[src/rtl/masked_sbox_scheduler_pkg.sv]
// Shared types and constants for the masked S-box scheduler slice.
//   bv8_t        : one Boolean share of a byte
//   sched_tag_t  : default-width opaque requester tag
//   sbox_latency : pipeline depth of the HPC1 Canright S-box for a given
//                  share count (default for the scheduler's LATENCY)
package masked_sbox_scheduler_pkg;

    typedef logic [7:0] bv8_t;

    localparam int SCHED_TAG_W = 4;
    typedef logic [SCHED_TAG_W-1:0] sched_tag_t;

    // Masked HPC1 gadgets need register stages after the input basis change,
    // the GF(2^4) inverter and the output map; an unmasked S-box needs one.
    function automatic int sbox_latency(input int num_shares);
        return (num_shares >= 2) ? 3 : 1;
    endfunction

endpackage

[src/rtl/masked_sbox_scheduler_rsp_fifo.sv]
// masked_rsp_fifo: per-requester response buffer holding {tag, shared byte}.
// Shares are only stored and muxed here, never combined.
// Ports:
//   in_clock, in_reset        clock, synchronous active-high reset
//   in_wr_en, in_wr_data      write one payload (never issued when full)
//   in_rd_en                  pop the head when out_valid is high
//   out_valid, out_rd_data    head-of-queue payload (zero when empty)
// Write and pop may happen in the same cycle at any occupancy; a write into
// an empty FIFO becomes visible one cycle later (no bypass).
module masked_rsp_fifo #(
    parameter int DEPTH = 4,
    parameter int WIDTH = 20
) (
    input  logic             in_clock,
    input  logic             in_reset,
    input  logic             in_wr_en,
    input  logic [WIDTH-1:0] in_wr_data,
    input  logic             in_rd_en,
    output logic             out_valid,
    output logic [WIDTH-1:0] out_rd_data
);

    localparam int PTR_W = (DEPTH > 1) ? $clog2(DEPTH) : 1;
    localparam int CNT_W = $clog2(DEPTH + 1);

    logic [WIDTH-1:0] r_mem [DEPTH];
    logic [PTR_W-1:0] r_wr_ptr;
    logic [PTR_W-1:0] r_rd_ptr;
    logic [CNT_W-1:0] r_count;
    logic             w_pop;

    function automatic logic [PTR_W-1:0] ptr_inc(input logic [PTR_W-1:0] p);
        return (p == PTR_W'(DEPTH - 1)) ? '0 : p + PTR_W'(1);
    endfunction

    assign out_valid   = (r_count != '0);
    assign w_pop       = in_rd_en && out_valid;
    // Gate the head so stale share material never appears on the port.
    assign out_rd_data = out_valid ? r_mem[r_rd_ptr] : '0;

    always_ff @(posedge in_clock) begin
        if (in_reset) begin
            r_wr_ptr <= '0;
            r_rd_ptr <= '0;
            r_count  <= '0;
        end else begin
            if (in_wr_en) r_wr_ptr <= ptr_inc(r_wr_ptr);
            if (w_pop)    r_rd_ptr <= ptr_inc(r_rd_ptr);
            case ({in_wr_en, w_pop})
                2'b10:   r_count <= r_count + CNT_W'(1);
                2'b01:   r_count <= r_count - CNT_W'(1);
                default: r_count <= r_count;
            endcase
        end
    end

    always_ff @(posedge in_clock) begin
        if (in_wr_en) r_mem[r_wr_ptr] <= in_wr_data;
    end

endmodule

[src/rtl/masked_sbox_scheduler.sv]
// masked_sbox_scheduler: shares one fixed-latency, non-stalling masked S-box
// between NUM_REQ requesters. Round-robin arbitration, a LATENCY-deep
// valid/owner/tag tracker, and one response FIFO per requester.
// Ports:
//   in_clock, in_reset            clock, synchronous active-high reset
//   in_req_valid / out_req_ready  request handshake per requester
//   in_req_data, in_req_tag       shared byte and tag per requester
//   out_sbox_in / in_sbox_out     S-box operand (zero when idle) / result
//   in_rand_valid, out_rand_req   fresh randomness present / needed
//   out_rand_error                sticky: randomness missing while busy
//   out_rsp_valid / in_rsp_ready  response handshake per requester
//   out_rsp_data, out_rsp_tag     FIFO head per requester
// Handshakes: a request transfers in the cycle where in_req_valid[i] and
// out_req_ready[i] are both high; out_req_ready is a combinational one-hot
// grant and may be high only while in_req_valid[i] is high. A response
// transfers where out_rsp_valid[i] and in_rsp_ready[i] are both high;
// out_rsp_valid/data/tag stay stable until that transfer.
module masked_sbox_scheduler
    import masked_sbox_scheduler_pkg::*;
#(
    parameter int NUM_SHARES = 2,
    parameter int NUM_REQ    = 2,
    parameter int LATENCY    = sbox_latency(NUM_SHARES),
    parameter int DEPTH      = 4,
    parameter int TAG_WIDTH  = SCHED_TAG_W
) (
    input  logic                              in_clock,
    input  logic                              in_reset,
    input  logic [NUM_REQ-1:0]                in_req_valid,
    output logic [NUM_REQ-1:0]                out_req_ready,
    input  logic [NUM_REQ*NUM_SHARES*8-1:0]   in_req_data,
    input  logic [NUM_REQ*TAG_WIDTH-1:0]      in_req_tag,
    output logic [NUM_SHARES*8-1:0]           out_sbox_in,
    input  logic [NUM_SHARES*8-1:0]           in_sbox_out,
    input  logic                              in_rand_valid,
    output logic                              out_rand_req,
    output logic                              out_rand_error,
    output logic [NUM_REQ-1:0]                out_rsp_valid,
    input  logic [NUM_REQ-1:0]                in_rsp_ready,
    output logic [NUM_REQ*NUM_SHARES*8-1:0]   out_rsp_data,
    output logic [NUM_REQ*TAG_WIDTH-1:0]      out_rsp_tag
);

    localparam int SW    = NUM_SHARES * $bits(bv8_t);
    localparam int PW    = TAG_WIDTH + SW;
    localparam int CNT_W = $clog2(DEPTH + 1);
    localparam int RR_W  = (NUM_REQ > 1) ? $clog2(NUM_REQ) : 1;

    logic [RR_W-1:0]      r_rr_ptr;
    logic [CNT_W-1:0]     r_cnt      [NUM_REQ];
    logic [LATENCY-1:0]   r_sr_valid;
    logic [RR_W-1:0]      r_sr_owner [LATENCY];
    logic [TAG_WIDTH-1:0] r_sr_tag   [LATENCY];
    logic                 r_rand_error;

    logic [NUM_REQ-1:0]   w_eligible;
    logic [NUM_REQ-1:0]   w_grant;
    logic                 w_grant_any;
    logic [RR_W-1:0]      w_grant_idx;
    logic [TAG_WIDTH-1:0] w_req_tag;
    logic [NUM_REQ-1:0]   w_pop;
    logic [NUM_REQ-1:0]   w_fifo_wr;
    logic [NUM_REQ-1:0]   w_rsp_valid;
    logic [PW-1:0]        w_fifo_wdata;
    logic [PW-1:0]        w_rsp_payload [NUM_REQ];

    // cnt counts in-flight plus buffered bytes, so a requester can never
    // have more results coming than its FIFO can hold.
    always_comb begin
        w_eligible = '0;
        for (int i = 0; i < NUM_REQ; i++) begin
            w_eligible[i] = in_req_valid[i] && (r_cnt[i] < CNT_W'(DEPTH));
        end
    end

    // Round-robin: first eligible requester at or after the pointer.
    // Nothing issues without fresh randomness or while reset is applied.
    always_comb begin : arbiter
        logic [RR_W:0]   w_idx_ext;
        logic [RR_W-1:0] w_cand;
        w_grant     = '0;
        w_grant_any = 1'b0;
        w_grant_idx = '0;
        w_idx_ext   = '0;
        w_cand      = '0;
        if (in_rand_valid && !in_reset) begin
            for (int k = 0; k < NUM_REQ; k++) begin
                w_idx_ext = {1'b0, r_rr_ptr} + (RR_W+1)'(k);
                if (w_idx_ext >= (RR_W+1)'(NUM_REQ)) begin
                    w_idx_ext = w_idx_ext - (RR_W+1)'(NUM_REQ);
                end
                w_cand = w_idx_ext[RR_W-1:0];
                if (!w_grant_any && w_eligible[w_cand]) begin
                    w_grant_any = 1'b1;
                    w_grant_idx = w_cand;
                end
            end
        end
        if (w_grant_any) w_grant[w_grant_idx] = 1'b1;
    end

    always_comb begin
        out_sbox_in = '0;
        w_req_tag   = '0;
        for (int i = 0; i < NUM_REQ; i++) begin
            if (w_grant[i]) begin
                out_sbox_in = in_req_data[i*SW +: SW];
                w_req_tag   = in_req_tag[i*TAG_WIDTH +: TAG_WIDTH];
            end
        end
    end

    assign out_req_ready = w_grant;

    always_ff @(posedge in_clock) begin
        if (in_reset) begin
            r_rr_ptr <= '0;
        end else if (w_grant_any) begin
            r_rr_ptr <= (w_grant_idx == RR_W'(NUM_REQ - 1)) ? '0 : w_grant_idx + RR_W'(1);
        end
    end

    // Tracker mirrors the S-box pipeline: stage LATENCY-1 holds the byte
    // whose result is on in_sbox_out this cycle.
    always_ff @(posedge in_clock) begin
        if (in_reset) begin
            r_sr_valid <= '0;
        end else begin
            r_sr_valid[0] <= w_grant_any;
            for (int k = 1; k < LATENCY; k++) begin
                r_sr_valid[k] <= r_sr_valid[k-1];
            end
        end
    end

    // Owner/tag are qualified by r_sr_valid and need no reset.
    always_ff @(posedge in_clock) begin
        r_sr_owner[0] <= w_grant_idx;
        r_sr_tag[0]   <= w_req_tag;
        for (int k = 1; k < LATENCY; k++) begin
            r_sr_owner[k] <= r_sr_owner[k-1];
            r_sr_tag[k]   <= r_sr_tag[k-1];
        end
    end

    assign w_fifo_wdata = {r_sr_tag[LATENCY-1], in_sbox_out};
    assign w_pop        = w_rsp_valid & in_rsp_ready;

    always_ff @(posedge in_clock) begin
        if (in_reset) begin
            for (int i = 0; i < NUM_REQ; i++) r_cnt[i] <= '0;
        end else begin
            for (int i = 0; i < NUM_REQ; i++) begin
                case ({w_grant[i], w_pop[i]})
                    2'b10:   r_cnt[i] <= r_cnt[i] + CNT_W'(1);
                    2'b01:   r_cnt[i] <= r_cnt[i] - CNT_W'(1);
                    default: r_cnt[i] <= r_cnt[i];
                endcase
            end
        end
    end

    for (genvar g = 0; g < NUM_REQ; g++) begin : g_req
        assign w_fifo_wr[g] = r_sr_valid[LATENCY-1] && (r_sr_owner[LATENCY-1] == RR_W'(g));

        masked_rsp_fifo #(
            .DEPTH (DEPTH),
            .WIDTH (PW)
        ) u_rsp_fifo (
            .in_clock    (in_clock),
            .in_reset    (in_reset),
            .in_wr_en    (w_fifo_wr[g]),
            .in_wr_data  (w_fifo_wdata),
            .in_rd_en    (in_rsp_ready[g]),
            .out_valid   (w_rsp_valid[g]),
            .out_rd_data (w_rsp_payload[g])
        );

        assign out_rsp_data[g*SW +: SW]              = w_rsp_payload[g][SW-1:0];
        assign out_rsp_tag[g*TAG_WIDTH +: TAG_WIDTH] = w_rsp_payload[g][PW-1:SW];
    end

    assign out_rsp_valid = w_rsp_valid;

    // Every gadget stage holding live data consumes fresh masks each cycle.
    assign out_rand_req = w_grant_any || (|r_sr_valid);

    always_ff @(posedge in_clock) begin
        if (in_reset) begin
            r_rand_error <= 1'b0;
        end else if (out_rand_req && !in_rand_valid) begin
            r_rand_error <= 1'b1;
        end
    end

    assign out_rand_error = r_rand_error;

endmodule

[config.mk]
export PLATFORM = sky130hd
export DESIGN_NAME = masked_sbox_scheduler
export DESIGN_NICKNAME = d
export VERILOG_FILES = /design/src/rtl/masked_sbox_scheduler_pkg.sv /design/src/rtl/masked_sbox_scheduler_rsp_fifo.sv /design/src/rtl/masked_sbox_scheduler.sv
export SDC_FILE = /design/constraint.sdc
export NUM_CORES = 1
export LEC_CHECK = 0
export ABC_CLOCK_PERIOD_IN_PS = 5100
export CORE_MARGIN = 5
export CORE_UTILIZATION = 33
export DETAILED_ROUTE_END_ITERATION = 16
export GPL_TIMING_DRIVEN = 0
export HOLD_SLACK_MARGIN = 0.1
export PLACE_DENSITY = 0.65
export SYNTH_ARGS = -nofsm -noshare
export SYNTH_HDL_FRONTEND = slang
export SYNTH_HIERARCHICAL = 1
export SYNTH_SLANG_ARGS = --single-unit
[constraint.sdc]
create_clock -name in_clock -period 5.1 [get_ports in_clock]
set_input_delay 0.765 -clock in_clock [delete_from_list [all_inputs] [get_ports in_clock]]
set_output_delay 0.765 -clock in_clock [all_outputs]
set_load 0.1 [all_outputs]
==> qor.log <==
[placement] port bufs 124
[worst_setup_path] cell occurring most often along the worst timing path sky130_fd_sc_hd__clkdlybuf4s50_1
[logic_synthesis] number of warnings issued by yosys 6
[placement] Detail Placement HPWL 11,850 µm
[route] first-iteration detailed-routing DRC count 265
[placement] pre-CTS WS 0.5624 ns
[cts] clock edge transition at the registers on the reported setup and hold paths 0.06 ns
[run] Max-Cap Viols 0
[grt] Global Route Usage Sum 12.21%
[sta] maximum frequency from static timing analysis 0.2228 GHz
[logic_synthesis] Yosys cell types 39
[logic_synthesis] Synth area leader sky130_fd_sc_hd__edfxtp_1
[logic_synthesis] net count of the mapped netlist 590
[route] average wire length per cell after detail routing 17.98 µm
[min_path] Worst Hold Path Cells 0
[die] overall die height 172.1 µm
[power] combinational group share of total power 10.8%
[logic_synthesis] top cell types by occurrence after synthesis 166 x sky130_fd_sc_hd__edfxtp_1, 43 x sky130_fd_sc_hd__inv_1, 40 x sky130_fd_sc_hd__mux4_2, 38 x sky130_fd_sc_hd__dfxtp_1, 31 x sky130_fd_sc_hd__nor2b_1
[worst_setup_path] kind of end point of the critical path output port
[cts] number of sinks handled by clock tree synthesis 204
[sta] Worst Max-Slew Pin Slew 1.257 ns
[worst_setup_path] library cell contributing the largest single delay on the critical path sky130_fd_sc_hd__clkdlybuf4s50_1
[worst_setup_path] Required @ worst endpoint 4.34 ns
[logic_synthesis] ys async rst share 0%
[power] net switching power 0.8965 mW
[power] share of total power in the clock network 40.2%
[grt] first-pass GRT wire length 28,150 µm
[power] design internal power 2.842 mW
[worst_setup_path] Crit path arrival time 3.72 ns
[route] vias per cell 4.717
[cts] total setup buffers inserted after CTS 0
[cts] H-tree Lvls 1
[min_path] path category of the worst min-delay check flop to flop
[cts] CTS tree done
[power] proportion of total power due to net switching 23.98%
[worst_setup_path] kind of launch point of the worst setup path input port
[final_layout] fraction of layout instances using a drive strength above 1 21.16%
[worst_setup_path] length in cells of the worst reg-to-reg path 8
[die] number of cell rows 59
[logic_synthesis] area of the mapped netlist 8675 µm²
[logic_synthesis] library cell with the highest instance count after synthesis sky130_fd_sc_hd__edfxtp_1
[sta] Period minus WS final 4.487 ns
[placement] gp weighted congestion 0.7237
[die] area of the die 29,630 µm²
[logic_synthesis] synth top area cells sky130_fd_sc_hd__edfxtp_1 57%, sky130_fd_sc_hd__mux4_2 10%, sky130_fd_sc_hd__dfxtp_1 8.8%
[worst_setup_path] delay-heaviest family, CP buffers and inverters
[route] 1st-pass router iterations 4
[sta] Final Cycle Share 87.99%
[sta] final number of hold-violating endpoints 0
[grt] largest net degree at the start of global routing 21
[sta] Slew HR 16.18%
[worst_setup_path] Critical Path, Cell by Cell clkdlybuf4s50_1 > nand2b_4 > buf_6 > a2111oi_2 > a21o_1 > clkdlybuf4s50_1
[power] Pleak 3.849 nW
[sta] fin. max-slew vios 0
[sta] Setup violations, final 0
[route] Detail Route Antenna Nets 0
[grt] number of global-route vias before repair 4,982
[status] status finished, final reports clean
[route] DRC Markers 0
[die] die width 172.1 µm
[grt] antenna violations before repair 0
[logic_synthesis] synthesized netlist cell count 506
[cts] maximum count of clock buffers along a single path 3
[die] total I/O pin count 125
[logic_synthesis] post-synth top area share 57.46%
[worst_setup_path] CP Max Fanout 19
[worst_setup_path] Worst path depth 6
[cts] TritonCTS buffer count 23
[worst_setup_path] worst setup path category input port to output port
[logic_synthesis] synthesized area per cell 17.14 µm²
[logic_synthesis] post-synthesis sequential area ratio 66.23%
[sta] setup tns final 0 ns
[power] share of total power in sequential cells 49.0%
[worst_setup_path] count of buffering cells on the critical path with inverters included 3
[final_layout] Synth-to-Final Area Change 27.20%
[cts] Clock Latency Late Sink 0.49 ns
[die] starting utilization of the core area 33.38%
[final_layout] final design utilization 42.46%
[placement] post-detailed-placement cell area 10,330 µm²
[cts] CTS-repair resized insts 0
[sta] worst setup skew after layout 0.009456 ns
[logic_synthesis] Seq cells post-synth 204
[die] standard cell core area 25,980 µm²
[power] Peak supply drop 241.9 µV
[sta] worst path setup slack after routing 0.6126 ns
[logic_synthesis] flip-flop cell with the highest count after synthesis sky130_fd_sc_hd__edfxtp_1
[route] total via count after detailed routing 4,745
[worst_setup_path] largest stage delay on the critical path 1.13 ns
[power] P per Cell Area 338.8 nW/µm²
[sta] worst-case hold slack 0.3259 ns
[cts] CTS Root Buffer Type sky130_fd_sc_hd__clkbuf_16
[sta] unrepaired setup endpoints after global routing no
[cts] number of buffers inserted by hold repair at cts 0
[final_layout] Antenna Diode Count 0
[route] routed wire length 18,080 µm
[grt] overall overflow remaining after global route 0
[final_layout] Non-Filler Cell Area, Final 11,030 µm²
[final_layout] total number of nets in the final design 739
[logic_synthesis] count of flip-flops with a built-in enable after synthesis 166
==> final cells by class <==
class	count	area, µm²
Sequential cell	204	5746
Buffer	23	176.4
Clock buffer	31	645.6
Clock inverter	10	53.80
Tap cell	335	419.2
Timing Repair Buffer	124	1241
Fill cell	2351	14950
Multi-Input combinational cell	233	2580
Inverter	46	172.7
==> power groups by stage <==
stage / combinational, mW / sequential, mW / clock [mW]
floorplan: 0.270 / 1.87 / 0
global placement: 0.405 / 1.86 / 0
detailed placement: 0.408 / 1.87 / 0
CTS: 0.409 / 1.83 / 1.54
global route: 0.428 / 1.83 / 1.62
finish: 0.404 / 1.83 / 1.50
==> flip-flops by register name, indices dropped and copies added, names as in the netlist, named ones only <==
name,flops
g_req.u_rsp_fifo/r_mem,160
g_req.u_rsp_fifo/r_rd_ptr,4
r_sr_owner,3
g_req.u_rsp_fifo/r_count,6
out_rand_error,1
r_sr_valid,3
r_cnt,6
r_sr_tag,12
r_rr_ptr,1
g_req.u_rsp_fifo/r_wr_ptr,4
==> through the flow <==
step / cells / power [mW]
6_report: 1006 / 3.738
5_1_grt: 1006 / 3.884
4_1_cts: 1006 / 3.785
3_5_place_dp: 965 / 2.273
3_3_place_gp: 965 / 2.270
2_1_floorplan: 506 / 2.136
==> kinds of logic (layout without fill, tap and decap cells) <==
group / Yosys count / count (layout) / share of synthesized area [%]
fa+ha+maj: 21 / 21 / 3.289
buf+inv: 69 / 234 / 4.024
xor+xnor: 6 / 6 / 0.6058
simple gates: 101 / 101 / 8.092
flops: 204 / 204 / 66.23
compound gates: 61 / 61 / 6.909
mux: 44 / 44 / 10.85
==> final timing paths <==
kind | end | slack [ns] | from
max | out_sbox_in[8] | 0.61 | in_reset
min | r_sr_tag[0][8]$_DFF_P_ | 0.33 | r_sr_tag[0][4]$_DFF_P_
max reg2reg | r_cnt[1][2]$_DFFE_PP_ | 2.35 | g_req[0].u_rsp_fifo/r_count[1]$_SDFFE_PP0P_
min reg2reg | r_sr_tag[0][8]$_DFF_P_ | 0.33 | r_sr_tag[0][4]$_DFF_P_
==> layer usage <==
layer	up-vias	global-route usage, %	part of all wire [%]
li1	2205	-	-
met1	2359	16.55	44
met2	155	20.24	47
met3	26	2.972	7.2
met4	0	2.427	1.5
met5	-	0	0
==> placed cells by master (no fill, tap or decap), drive strengths merged, types with 2 or more instances in the layout <==
master	count
or2	2
mux2i	4
o21ai	5
clkdlybuf4s50	124
clkinv	8
inv	47
edfxtp	166
mux4	40
a2111oi	20
nand2	6
buf	22
and2	10
fa	3
clkbuf	32
xor2	5
dfxtp	38
or3	6
o31ai	3
nor3	2
nor2	20
nor2b	44
nand2b	4
nor3b	3
a21o	20
a21oi	10
ha	18
Power figures use the tool's default switching activity.
